**config.mk**
```make
export PLATFORM = sky130hd
export DESIGN_NAME = prefetch_unit
export DESIGN_NICKNAME = d
export VERILOG_FILES = /design/src/rtl/prefetch_unit.sv
export SDC_FILE = /design/constraint.sdc
export NUM_CORES = 2
export LEC_CHECK = 0
export CAP_MARGIN = 20
export CORE_UTILIZATION = 59
export CTS_BUF_LIST = sky130_fd_sc_hd__clkbuf_8
export DETAILED_ROUTE_END_ITERATION = 6
export PLACE_DENSITY = 0.79
export REMOVE_ABC_BUFFERS = 1
export SYNTH_ARGS = -nofsm -noshare
export SYNTH_HDL_FRONTEND = slang
export SYNTH_SLANG_ARGS = --single-unit
```
**constraint.sdc**
```tcl
create_clock -name CLK_FT -period 2.65 [get_ports CLK_FT]
set_input_delay 0.265 -clock CLK_FT [delete_from_list [all_inputs] [get_ports CLK_FT]]
set_output_delay 0.265 -clock CLK_FT [all_outputs]
set_load 0.02 [all_outputs]
```
**src/rtl/prefetch_unit.sv**
```systemverilog
// Instruction prefetch unit: program memory feeding a small
// {instruction, pc} queue, with branch redirect and fetch halt.
module prefetch_unit #(
  parameter int          IW       = 15,
  parameter int          AW       = 8,
  parameter int          DEPTH    = 4,
  parameter int unsigned RESET_PC = 0
) (
  input  logic                       CLK_FT,
  input  logic                       RESET_N,
  input  logic                       LD_EN,
  input  logic [AW-1:0]              LD_ADDR,
  input  logic [IW-1:0]              LD_DATA,
  input  logic                       HALT,
  input  logic                       REDIR,
  input  logic [AW-1:0]              REDIR_ADDR,
  input  logic                       INST_READY,
  output logic                       INST_VALID,
  output logic [IW-1:0]              INST_OUT,
  output logic [AW-1:0]              INST_PC,
  output logic [AW-1:0]              FETCH_PC,
  output logic [$clog2(DEPTH):0]     Q_COUNT
);

  localparam int PW = $clog2(DEPTH);
  localparam int CW = PW + 1;

  logic [IW-1:0] r_mem    [2**AW];
  logic [IW-1:0] r_q_inst [DEPTH];
  logic [AW-1:0] r_q_pc   [DEPTH];

  logic [PW-1:0] r_wr_ptr;
  logic [PW-1:0] r_rd_ptr;
  logic [CW-1:0] r_count;
  logic [AW-1:0] r_fetch_pc;

  logic w_valid;
  logic w_pop;
  logic w_issue;

  assign w_valid = (r_count != '0);
  assign w_pop   = w_valid & INST_READY & ~REDIR;
  assign w_issue = ~HALT & ~LD_EN & ~REDIR &
                   ((r_count < CW'(DEPTH)) | w_pop);

  // Memory is deliberately outside reset so a program survives it
  always_ff @(posedge CLK_FT) begin
    if (LD_EN) r_mem[LD_ADDR] <= LD_DATA;
  end

  always_ff @(posedge CLK_FT) begin
    if (w_issue) begin
      r_q_inst[r_wr_ptr] <= r_mem[r_fetch_pc];
      r_q_pc[r_wr_ptr]   <= r_fetch_pc;
    end
  end

  always_ff @(posedge CLK_FT or negedge RESET_N) begin
    if (!RESET_N) begin
      r_wr_ptr   <= '0;
      r_rd_ptr   <= '0;
      r_count    <= '0;
      r_fetch_pc <= AW'(RESET_PC);
    end else if (REDIR) begin
      r_wr_ptr   <= '0;
      r_rd_ptr   <= '0;
      r_count    <= '0;
      r_fetch_pc <= REDIR_ADDR;
    end else begin
      if (w_issue) begin
        r_wr_ptr   <= r_wr_ptr + PW'(1);
        r_fetch_pc <= r_fetch_pc + AW'(1);
      end
      if (w_pop) r_rd_ptr <= r_rd_ptr + PW'(1);
      unique case ({w_issue, w_pop})
        2'b10:   r_count <= r_count + CW'(1);
        2'b01:   r_count <= r_count - CW'(1);
        default: r_count <= r_count;
      endcase
    end
  end

  // Head fields are forced to zero while empty
  assign INST_VALID = w_valid;
  assign INST_OUT   = w_valid ? r_q_inst[r_rd_ptr] : '0;
  assign INST_PC    = w_valid ? r_q_pc[r_rd_ptr] : '0;
  assign FETCH_PC   = r_fetch_pc;
  assign Q_COUNT    = r_count;

endmodule

```
# Word-level counts from Yosys, hierarchy flattened
# Memory sizes are Yosys's and may differ from the RTL's.
# Index checks and enable logic that the tools add are counted.
# totals
memories,3
out_inout_bits,35
wordCells,42
ramBits,3932
regBits,15
# mem_list
memory,depth,width,read_ports,rd_ports_with_merged_regs,wr,line,rtl
r_mem,256,15,1,0,1,28,logic [IW-1:0] r_mem [2**AW];
r_q_inst,4,15,1,0,1,29,logic [IW-1:0] r_q_inst [DEPTH];
r_q_pc,4,8,1,0,1,30,logic [AW-1:0] r_q_pc [DEPTH];
# classes
reduce_logical,4
magnitude_cmp,1
muxes,14
eq_ne,2
n_addsub,5
n_bitwise,9
# ops
op,count
8-bit 2-to-1 mux,3
15-bit 2-to-1 mux,1
"8-bit by 1-bit adder with 8-bit output, second input constant",1
2-bit 2-to-1 mux,4
3-bit one-hot mux with 2 select lines,1
3-bit nonzero test,2
1-bit AND,5
"2-bit by 1-bit adder with 2-bit output, second input constant",2
1-bit 2-to-1 mux,4
2-bit nonzero test,2
"3-bit by 1-bit adder with 3-bit output, second input constant",1
"3-bit < comparator, second input constant",1
3-bit 2-to-1 mux,1
1-bit NOT,3
"3-bit by 1-bit subtractor with 3-bit output, second input constant",1
"2-bit by 1-bit == test with 1-bit output, second input constant",1
"2-bit == test, second input constant",1
1-bit OR,1

# Depth between registers and ports, before layout
# depth
ltp_word,8
depth_mapped,12

# Worst setup path after synthesis
# OpenSTA, ideal clock, no wires.
# synth_timing
path_type,flip-flop to flip-flop
startpoint,register r_fetch_pc[0] (netlist: FETCH_PC[0])
endpoint,memory r_q_inst[0][11] (data pin)
setup_time_ns,0.285
n_path_buf,4
t_arrival_ns,2.625
period_less_slack_ns,2.910
setup_slack_ns,-0.260
path_stages_with_launch,10
path_cell_list,dfrtp_1 -> buf_6 -> buf_6 -> buf_6 -> buf_2 -> mux4_2 -> a221oi_1 -> a21oi_1 -> nor4b_1 -> o32ai_1
# synth_via
elab_chain_cells,1
# synth_rtl
item,line,rtl
"start, declared",35,logic [AW-1:0] r_fetch_pc;
"start signal, assigned",63,r_fetch_pc <= AW'(RESET_PC);
"start signal, assigned",72,r_fetch_pc <= r_fetch_pc + AW'(1);
memory 256 x 15 bit,n/a,
"end, declared",29,
# Every way passes these cells.

# Final worst setup path
# layout_timing
startpoint,register r_fetch_pc[0] (netlist: FETCH_PC[0])
endpoint,memory r_q_inst[0][3] (data pin)
# The elaborated chain is that of the path after synthesis.

==> flow_summary.toml <==
[yosys]
synth_area_leaders = "edfxtp_1 78%, mux4_2 12%, mux2i_1 2.4%"
ys_top_cells_by_count = "3932 x edfxtp_1, 831 x mux4_2, 372 x mux2i_1"
synth_largest_area_cell = "edfxtp_1"
yosys_warnings = 0
seq_area_frac_synth = 0.778
netlist_instances = 7008
synth_area_um2 = 152000
synth_area_per_cell_um2 = 21.7
synth-main-ff-cell = "edfxtp_1"
yosysMostFrequentCell = "edfxtp_1"
synth_edf_count = 3932
synth_async_sr_flop_share = 0.00380
synth_cell_type_count = 82
ys_ff_latch = 3947
netlist.area_leader.share = 0.775

[place]
dpl.hpwl_mm = 294
portBuffers = 71
dp_cells = 11300
gp_congestion = 0.962

[routing]
via_count = 90500
route.detailed.drc = 10
drt_iter0_drc = 17200
viasPerCell = 7.21
dr.pass1.iters = 7
wl_mm = 487
routedWlPerCell_um = 38.8
ant_nets = 0

[grt]
grt_pass1_vias = 86800
grt_usage = 0.363
antenna_found_initial = 34
grt_overflow = 0
grt_max_degree = 114
grt_pass1_wl_mm = 647

[finish]
final_core_util = 0.717
finalNonFillerCells = 12600
nets = 8745
drive_gt1_frac = 0.363
area_growth_pct = 20.8

[sta]
setup_slack_ps = -1170
whs_ps = 117
fin_skew_ps = 97.0
relSlewSlack = 0.0937
slew_violations = 0
report.final.hold_viol_count = 0
tightest_slew_ps = 1350
rsz0062_at_grt = "true"
max_freq_mhz = 262
post-route-period-util = 1.44
fin_crit_ps = 3820
finalSetupViolCount = 87

[clock_network]
clockBufferDepth = 4
cts_tree = "built"
htreeDepth = 6
numCtsBuffers = 613
clkLatencyLatePin_ps = 1190
cts_sinks = 3947
clkSlewWorstSetupHoldPaths_ps = 70
cts_root_buf = "clkbuf_8"

[die]
start_util = 0.593
die_y_um = 510
die_w_um = 510
die_area_um2 = 260000
rows = 186
pin_count = 72
coreArea_um2 = 257000

[worst_setup_path]
required_ps = 3670
crit_fanout = 18
crit_arrival_ps = 4850
crit_type = "reg -> reg"
end_kind = "register"
startpoint_type = "register"

[power_and_ir_drop]
total_power_mw = 138
p_leak_nw = 61.4
power_density_nw_per_um2 = 748
ir_worst_vdd_v = 0.000661

[job]
drv_cap = 0

[min_path]
hp-class = "in -> reg"

[status]
violations = "DRC, setup timing"
status = "finished with violations"
[cell type report]
| class | instances | area [um2] |
|---|---|---|
| repair buffers | 1505 | 17300 |
| clock inverters | 439 | 2270 |
| inverters | 13 | 56.3 |
| clock buffers | 621 | 8550 |
| well taps | 3384 | 4230 |
| flip-flops and latches | 3947 | 118000 |
| fillers | 13100 | 72700 |
| multi-input cells | 2622 | 33000 |
| diodes | 26 | 65.1 |
[state kept, by name, summed over array words and instances, names as in the netlist]
name	flops
FETCH_PC	8
Q_COUNT	3
r_mem	3840
r_q_inst	60
r_q_pc	32
r_rd_ptr	2
r_wr_ptr	2
[report_power, final]
group	internal, mW	total [mW]	switching [mW]
registers	68.9	69.1	0.132
logic	9.04	21.4	12.4
clock network	23.1	47.2	24.1
total	101	138	36.6
[cells by family (layout without fill, tap and decap cells)]
| kind of cell | count (synthesis) | in the layout | synth area share |
|---|---|---|---|
| buf+inv | 439 | 2578 | 0.0176 |
| mux | 1220 | 1220 | 0.149 |
| compound gates | 757 | 757 | 0.0362 |
| other cells | 0 | 26 | 0 |
| fa+ha+maj | 6 | 6 | 0.000542 |
| xor+xnor | 4 | 4 | 0.000230 |
| flops | 3947 | 3947 | 0.778 |
| simple gates | 635 | 635 | 0.0187 |
[worst paths after layout]
check | slack [ps] | startpoint | endpoint | cells after the start
max | -1170 | FETCH_PC[0]$_DFFE_PN0P_ | r_q_inst[0][3]$_DFFE_PP_ | 10
max in group asynchronous | 1690 | RESET_N | FETCH_PC[2]$_DFFE_PN0P_ | 4
max reg2reg | -1170 | FETCH_PC[0]$_DFFE_PN0P_ | r_q_inst[0][3]$_DFFE_PP_ | 10
min reg2reg | 590 | r_wr_ptr[0]$_DFFE_PN0P_ | r_wr_ptr[0]$_DFFE_PN0P_ | 1
min in group asynchronous | 600 | RESET_N | Q_COUNT[1]$_DFFE_PN0P_ | 4
min | 120 | LD_DATA[9] | r_mem[92][9]$_DFFE_PP_ | 2
[critical path, stage by stage, from the launching register on]
cell and delay, ps:
dfrtp_4 540, buf_12 200, buf_12 170, buf_4 150
bufbuf_16 310, mux2i_1 160, a221oi_2 380, a21oi_1 110
o21a_1 240, o211ai_1 1050, a31o_2 350
[layer usage]
metal  part of all wire  global-route usage  vias to the layer above
li1                   -                   -                    33200
met1               0.31               0.456                    45000
met2               0.45               0.536                    10000
met3               0.17               0.131                     2199
met4              0.081               0.236                       26
met5            0.00034             0.00475                        -
[stage by stage]
stage	area, um2	setup WS, ps	TNS (ps)
after floorplan	150000	-45120	-3204470
after global placement	168000	-1360	-61300
after detailed placement	168000	-1400	-65320
after CTS	182000	-648	-47790
after global routing	184000	-1030	-52480
final	184000	-1170	-54680
[cell usage in the layout, fill, tap and decap left out, types with 90 or more instances in the layout]
cell type  synthesis  final
edfxtp_1        3932   3932
buf_4             66    929
mux4_2           831    831
clkbuf_8           0    636
buf_12             4    358
mux2i_1          372    349
nor2_1           294    290
inv_1             12    187
clkinv_1           1    155
nand2_1          154    152
a21oi_1          134    121
buf_6             66     91
a22oi_1          115     90
[repair_timing]
| item | 4_1_cts | 5_1_grt |
|---|---|---|
| hold buffers | 27 | 0 |
| pin swaps | 43 | 95 |
| gates cloned | 13 | 8 |
| endpoints found under the hold margin | 2252 | 0 |
| buffers inserted | 57 | 85 |
| setup endpoints to repair | 92 | 92 |
| resized for setup | 370 | 291 |
No activity file was read; power rests on OpenSTA's default activity.
